**src/rtl/ex_mem_pipe_stage.sv**
```systemverilog
// EX/MEM pipeline register with valid/ready handshake, 2-entry skid buffer and flush.
// Optional EXMEM_BRANCH_RESOLVE_EN adds a registered out_taken branch decision.
module ex_mem_pipe_stage #(
  parameter int DATA_W     = 32,
  parameter int REG_ADDR_W = 5,
  parameter int CTRL_W     = 6
) (
  input  logic                  clk,
  input  logic                  rst_n,
  input  logic                  flush,
  input  logic                  in_valid,
  output logic                  in_ready,
  input  logic [DATA_W-1:0]     pc_added,
  input  logic                  zero_flag,
  input  logic [DATA_W-1:0]     alu_result,
  input  logic [DATA_W-1:0]     write_data,
  input  logic [REG_ADDR_W-1:0] dest_reg,
  input  logic [CTRL_W-1:0]     ctrl,
  output logic                  out_valid,
  input  logic                  out_ready,
  output logic [DATA_W-1:0]     out_pc_added,
  output logic                  out_zero_flag,
  output logic [DATA_W-1:0]     out_alu_result,
  output logic [DATA_W-1:0]     out_write_data,
  output logic [REG_ADDR_W-1:0] out_dest_reg,
`ifdef EXMEM_BRANCH_RESOLVE_EN
  output logic                  out_taken,
`endif
  output logic [CTRL_W-1:0]     out_ctrl
);

  typedef struct packed {
    logic [DATA_W-1:0]     pc;
    logic                  zero;
    logic [DATA_W-1:0]     alu;
    logic [DATA_W-1:0]     wd;
    logic [REG_ADDR_W-1:0] rd;
    logic [CTRL_W-1:0]     ctrl;
  } entry_t;

  entry_t in_e;
  entry_t main_q, main_d;
  entry_t skid_q, skid_d;
  logic   main_v_q, main_v_d;
  logic   skid_v_q, skid_v_d;
  logic   accept, advance;

  assign in_e = '{
    pc:   pc_added,
    zero: zero_flag,
    alu:  alu_result,
    wd:   write_data,
    rd:   dest_reg,
    ctrl: ctrl
  };

  assign in_ready = ~skid_v_q;
  assign accept   = in_valid & ~skid_v_q;
  assign advance  = main_v_q & out_ready;

  always_comb begin
    main_d   = main_q;
    skid_d   = skid_q;
    main_v_d = main_v_q;
    skid_v_d = skid_v_q;
    if (flush) begin
      main_v_d    = 1'b0;
      skid_v_d    = 1'b0;
      main_d.ctrl = '0;
      skid_d.ctrl = '0;
    end else begin
      unique case (1'b1)
        ~main_v_q: begin
          if (accept) begin
            main_d   = in_e;
            main_v_d = 1'b1;
          end
        end
        main_v_q & ~skid_v_q: begin
          if (accept & advance) begin
            main_d = in_e;
          end else if (accept) begin
            skid_d   = in_e;
            skid_v_d = 1'b1;
          end else if (advance) begin
            main_v_d = 1'b0;
          end
        end
        main_v_q & skid_v_q: begin
          if (advance) begin
            main_d   = skid_q;
            skid_v_d = 1'b0;
          end
        end
        default: ;
      endcase
    end
  end

  always_ff @(posedge clk or negedge rst_n) begin
    if (!rst_n) begin
      main_q   <= '0;
      skid_q   <= '0;
      main_v_q <= 1'b0;
      skid_v_q <= 1'b0;
    end else begin
      main_q   <= main_d;
      skid_q   <= skid_d;
      main_v_q <= main_v_d;
      skid_v_q <= skid_v_d;
    end
  end

  // Bubbles must never carry live control into MEM/WB.
  assign out_valid      = main_v_q;
  assign out_ctrl       = main_v_q ? main_q.ctrl : '0;
  assign out_pc_added   = main_q.pc;
  assign out_zero_flag  = main_q.zero;
  assign out_alu_result = main_q.alu;
  assign out_write_data = main_q.wd;
  assign out_dest_reg   = main_q.rd;

`ifdef EXMEM_BRANCH_RESOLVE_EN
  logic taken_q, taken_d;

  assign taken_d = main_v_d &
    ((main_d.ctrl[0] & main_d.zero) | main_d.ctrl[5]);

  always_ff @(posedge clk or negedge rst_n) begin
    if (!rst_n) taken_q <= 1'b0;
    else        taken_q <= taken_d;
  end

  assign out_taken = taken_q;
`endif

endmodule

```
**config.mk**
```make
export PLATFORM = sky130hd
export DESIGN_NAME = ex_mem_pipe_stage
export DESIGN_NICKNAME = d
export VERILOG_FILES = /design/src/rtl/ex_mem_pipe_stage.sv
export SDC_FILE = /design/constraint.sdc
export NUM_CORES = 1
export LEC_CHECK = 0
export BUFFER_PORTS_ARGS = -buffer_cell sky130_fd_sc_hd__buf_4
export CAP_MARGIN = 10
export CORE_MARGIN = 1
export CORE_UTILIZATION = 45
export CTS_CLUSTER_SIZE = 12
export DETAILED_ROUTE_END_ITERATION = 10
export GPL_TIMING_DRIVEN = 1
export PLACE_DENSITY = 0.76
export SETUP_SLACK_MARGIN = 0.3
export SYNTH_ARGS = -nofsm -noshare
export SYNTH_HDL_FRONTEND = slang
export SYNTH_SLANG_ARGS = --single-unit
```
**constraint.sdc**
```tcl
create_clock -name clk -period 3.2 [get_ports clk]
set_input_delay 0 -clock clk [delete_from_list [all_inputs] [get_ports clk]]
set_output_delay 0 -clock clk [all_outputs]
set_load 0.005 [all_outputs]
```
After elaboration in Yosys (flattened, before gate mapping)
Index checks and enable logic that the tools add are counted.

operators by class
  bitwise operators = 9
  equality and inequality tests = 11
  multiplexer cells = 22
  reductions and logical operators = 12

operator list
  cell                                                             number
  108-bit 2-to-1 mux                                               4
  108-bit one-hot mux with 3 select lines                          1
  6-bit 2-to-1 mux                                                 6
  3-bit != test, second input constant                             6
  4-bit AND reduction                                              4
  1-bit 2-to-1 mux                                                 9
  3-bit nonzero test                                               3
  1-bit bitwise AND                                                5
  5-bit AND reduction                                              1
  2-bit != test, second input constant                             2
  4-bit != test, second input constant                             1
  1-bit NOT                                                        4
  1-bit one-hot mux with 2 select lines                            2
  2-bit nonzero test                                               2
  4-bit nonzero test                                               1
  3-bit by 2-bit != test with 1-bit output, second input constant  1
  3-bit AND reduction                                              1
  2-bit by 1-bit != test with 1-bit output, second input constant  1

storage, ports and cells
  output and inout port bits = 110
  register bits = 218
  logic and storage cells = 68

Depth between registers and ports, before layout
  word-level depth = 6
  mapped depth = 6
  gate-level depth less buffers = 3

Worst setup path after synthesis
OpenSTA, ideal clock, no wires.

  path kind = reg2reg
  start = register skid_v_q
  end = register main_q, in the netlist out_pc_added[21]
  library setup time = 128 ps
  arrival = 1698 ps
  data required time = 3072 ps
  setup slack = 1374 ps
  stages on the path, launching flop included = 7
  clock period less this slack = 1826 ps
  path buffers = 3
  cell sequence = dfrtp_1 -> buf_2 -> nand2_2 -> buf_2 -> buf_2 -> mux2_2 -> mux2_1

between the ends
  longest elaborated chain between the ends = 5

ends and longest elaborated chain
  item                                                       RTL line  RTL
  start, declared                                            45        logic skid_v_q, skid_v_d;
  start signal, assigned                                     110       skid_v_q <= skid_v_d;
  1-bit NOT                                                  58, 79
  1-bit bitwise AND                                          58        assign accept = in_valid & ~skid_v_q;
  1-bit bitwise AND                                          80        if (accept & advance) begin
  2-bit by 1-bit != test with 1-bit output (no source line)  --
  5-bit AND reduction (no source line)                       --
  end signal, assigned                                       107       main_q <= main_d;
  end, declared                                              42        entry_t main_q, main_d;

Parallel ways exist; a longest one is shown, timed or not.
A chain may end at the register's enable or synchronous reset.

Final worst setup path
  start = register main_v_q, in the netlist out_valid
  end = register main_q, in the netlist out_write_data[16]

between the ends
  longest elaborated chain between the ends = 4

ends and longest elaborated chain
  item                                                       RTL line  RTL
  start, declared                                            44        logic main_v_q, main_v_d;
  start signal, assigned                                     109       main_v_q <= main_v_d;
  1-bit bitwise AND                                          59        assign advance = main_v_q & out_ready;
  1-bit bitwise AND                                          80
  2-bit by 1-bit != test with 1-bit output (no source line)  --
  5-bit AND reduction (no source line)                       --

Parallel ways exist; a longest one is shown, timed or not.

==> flow_summary_export.csv <==
group,metric,value,unit
routing,ant_nets,0,
sta,tns,0,ps
logic_synthesis,synth_top_area_share,53.4,%
worst_setup_path,path_class,"flip-flop to flip-flop",
power,total_leakage_power,6.00,nW
sta,slew_headroom,46.8,%
sta,finClkSkew,5.52,ps
clock_network,ctsLongestPathBuffers,3,
global_routing,busiest_layer,"met2",
logic_synthesis,syn_area,10200,um^2
worst_setup_path,reg2regPathDepth,4,
routing,dr.pass1.iters,7,
final_layout,antennaDiodeCount,0,
placed_design,gp_congestion,0.715,
logic_synthesis,syn_avg_cell_area,14.5,um^2
placed_design,dp_hpwl,12100,um
final_layout,largest_register,"skid_q",
sta,finalSetupViolCount,0,
sta,whs,154,ps
global_routing,grt_start_max_net_pins,109,
routing,drt_iter0_drc,195,
logic_synthesis,yosys.cell_types.count,19,
worst_setup_path,critPathCaptureType,"flip-flop",
outcome,status,"complete, but fails checks",
global_routing,grt_overflow,0,
power,ir_drop,450,uV
routing,wirelength,20500,um
power,power_density,604,nW/um^2
final_layout,area_growth,30.5,%
global_routing,first_global_vias,6774,
global_routing,antenna_found_initial,0,
final_layout,final_layout_size_suffix_gt1_share,61.2,%
worst_setup_path,r2r-start,"out_valid$_DFFE_PN0P_",
final_layout,final_common_cell,"mux2_2",
placed_design,port_buffers,222,
clock_network,clk_pin_slew_worst_paths,60,ps
floorplanning,boundaryPins,223,
clock_network,post_cts_buffers,0,
floorplanning,chipHeight,153,um
sta,hold_viol,0,
worst_setup_path,path_max_fanout,37,
worst_setup_path,r2r_end,"out_write_data[16]$_DFFE_PN0P_",
routing,vias_per_cell,5.00,
global_routing,grtUsageMet2,30.6,%
worst_setup_path,r2r_slack,1140,ps
floorplanning,dieArea,23300,um^2
floorplanning,core,22000,um^2
logic_synthesis,synth_fp_nets,819,
logic_synthesis,synth-seq-area-share,53.4,%
global_routing,met3_usage,4.29,%
flow_run,cap_violations,0,
sta,finalMaxSlewViolations,0,
logic_synthesis,synthFlopType,"dfrtp_1",
logic_synthesis,synth-seq-cells,218,
routing,drc,15,
clock_network,postCtsHoldBufs,113,
final_layout,stdcell_count,1233,
clock_network,cts_buffers,24,
global_routing,track_usage,18.0,%
placed_design,dp.cells,1078,
worst_setup_path,arrival,2450,ps
sta,fin_crit_sh,64.5,%
worst_setup_path,critical_path_required,3590,ps
clock_network,cts_sinks,218,
min_path,hp-class,"input pin to asynchronous set/reset pin",
clock_network,h-tree-depth,1,
global_routing,grtUsageMet1,23.3,%
global_routing,grt_pass1_wl,34500,um
final_layout,layout_common_cells,"mux2_2, buf_4, dfrtp_1",
final_layout,largest_reg_flops,108,
floorplanning,start_util,46.3,%
outcome,violations,"design-rule violations",
logic_synthesis,synth_area_leaders,"dfrtp_1, mux2_2, buf_4",
clock_network,cts_resized,0,
sta,fmax,0.485,GHz
logic_synthesis,synth-async-reset-ratio,100,%
clock_network,clockRootBuffer,"clkbuf_16",
sta,tightest_slew,798,ps
logic_synthesis,syn_inst,706,
clock_network,cts_tree,"done",
routing,routedWlPerCell,16.6,um
floorplanning,rows,54,
floorplanning,die_w,153,um
worst_setup_path,cp-start-kind,"flip-flop",
final_layout,fin_nets,1050,
sta,grt_setup_unrepaired,"false",
logic_synthesis,yosysTopAreaCell,"dfrtp_1",
clock_network,clk_latency,510,ps
logic_synthesis,ys_warn_count,0,
sta,finalCriticalPeriod,2060,ps
logic_synthesis,synth-edff-count,0,
routing,via_count,6159,
==> cell type report <==
class                   instances  area, um^2
fillers                      1654        8710
flip-flops and latches        218        5460
multi-input cells             349        3820
repair buffers                342        2920
clock buffers                  38         744
well taps                     280         350
clock inverters                 4        22.5
inverters                       2        7.51
==> cell families (layout without fill, tap and decap cells) <==
family	after synthesis	count (layout)	synth area share [%]
AOI/OAI and AO/OA	13	13	1.04
buffers and inverters	139	386	9.22
DFF	218	218	53.4
muxes	319	319	35.2
and+or+nand+nor	17	17	1.10
==> per-stage QoR <==
stage          utilization (%)  total power (W)  worst slack [ps]  area, um^2
2_1_floorplan                -          0.00488              1370       10200
5_1_grt                   60.5          0.00848              1020       13300
4_1_cts                   60.5          0.00815              1140       13300
3_3_place_gp              51.9          0.00526              1200       11400
3_5_place_dp              51.9          0.00534              1140       11400
6_report                  60.5          0.00805              1140       13300
==> routing by layer <==
layer  part of all wire (%)  routed length, um
met1                     44               8960
met2                     48               9900
met3                    6.8               1380
met4                    1.2                239
met5                      0                  0
==> worst max-delay path, stage by stage (launching register included) <==
cell      delay (ps)
dfrtp_1          510
nor2b_1          230
a211oi_4         270
buf_4            510
mux2_2           400
==> worst max-delay path by stage <==
stage                                     start  depth (start not counted)                              to  slack (ps)
after floorplan            skid_v_q$_DFFE_PN0P_                          6    out_pc_added[21]$_DFFE_PN0P_        1370
after global placement    out_valid$_DFFE_PN0P_                          4  out_write_data[16]$_DFFE_PN0P_        1200
after detailed placement  out_valid$_DFFE_PN0P_                          4  out_write_data[16]$_DFFE_PN0P_        1140
after CTS                 out_valid$_DFFE_PN0P_                          4  out_write_data[16]$_DFFE_PN0P_        1140
after global routing      out_valid$_DFFE_PN0P_                          4  out_write_data[15]$_DFFE_PN0P_        1020
final                     out_valid$_DFFE_PN0P_                          4  out_write_data[16]$_DFFE_PN0P_        1140
==> where the power goes <==
| part | internal, W | switching [W] |
|---|---|---|
| Clock | 0.00158 | 0.00107 |
| Sequential | 0.00342 | 0.000331 |
| Combinational | 0.00111 | 0.000533 |
==> Yosys cell counts, types with 2 or more instances <==
cell,n
mux2_2,314
inv_1,2
a21oi_1,3
dfrtp_1,218
buf_4,104
mux2_1,5
buf_2,23
clkbuf_1,10
a22o_1,6
nor2b_1,7
and2_1,6
(Power assumes the default switching activity.)
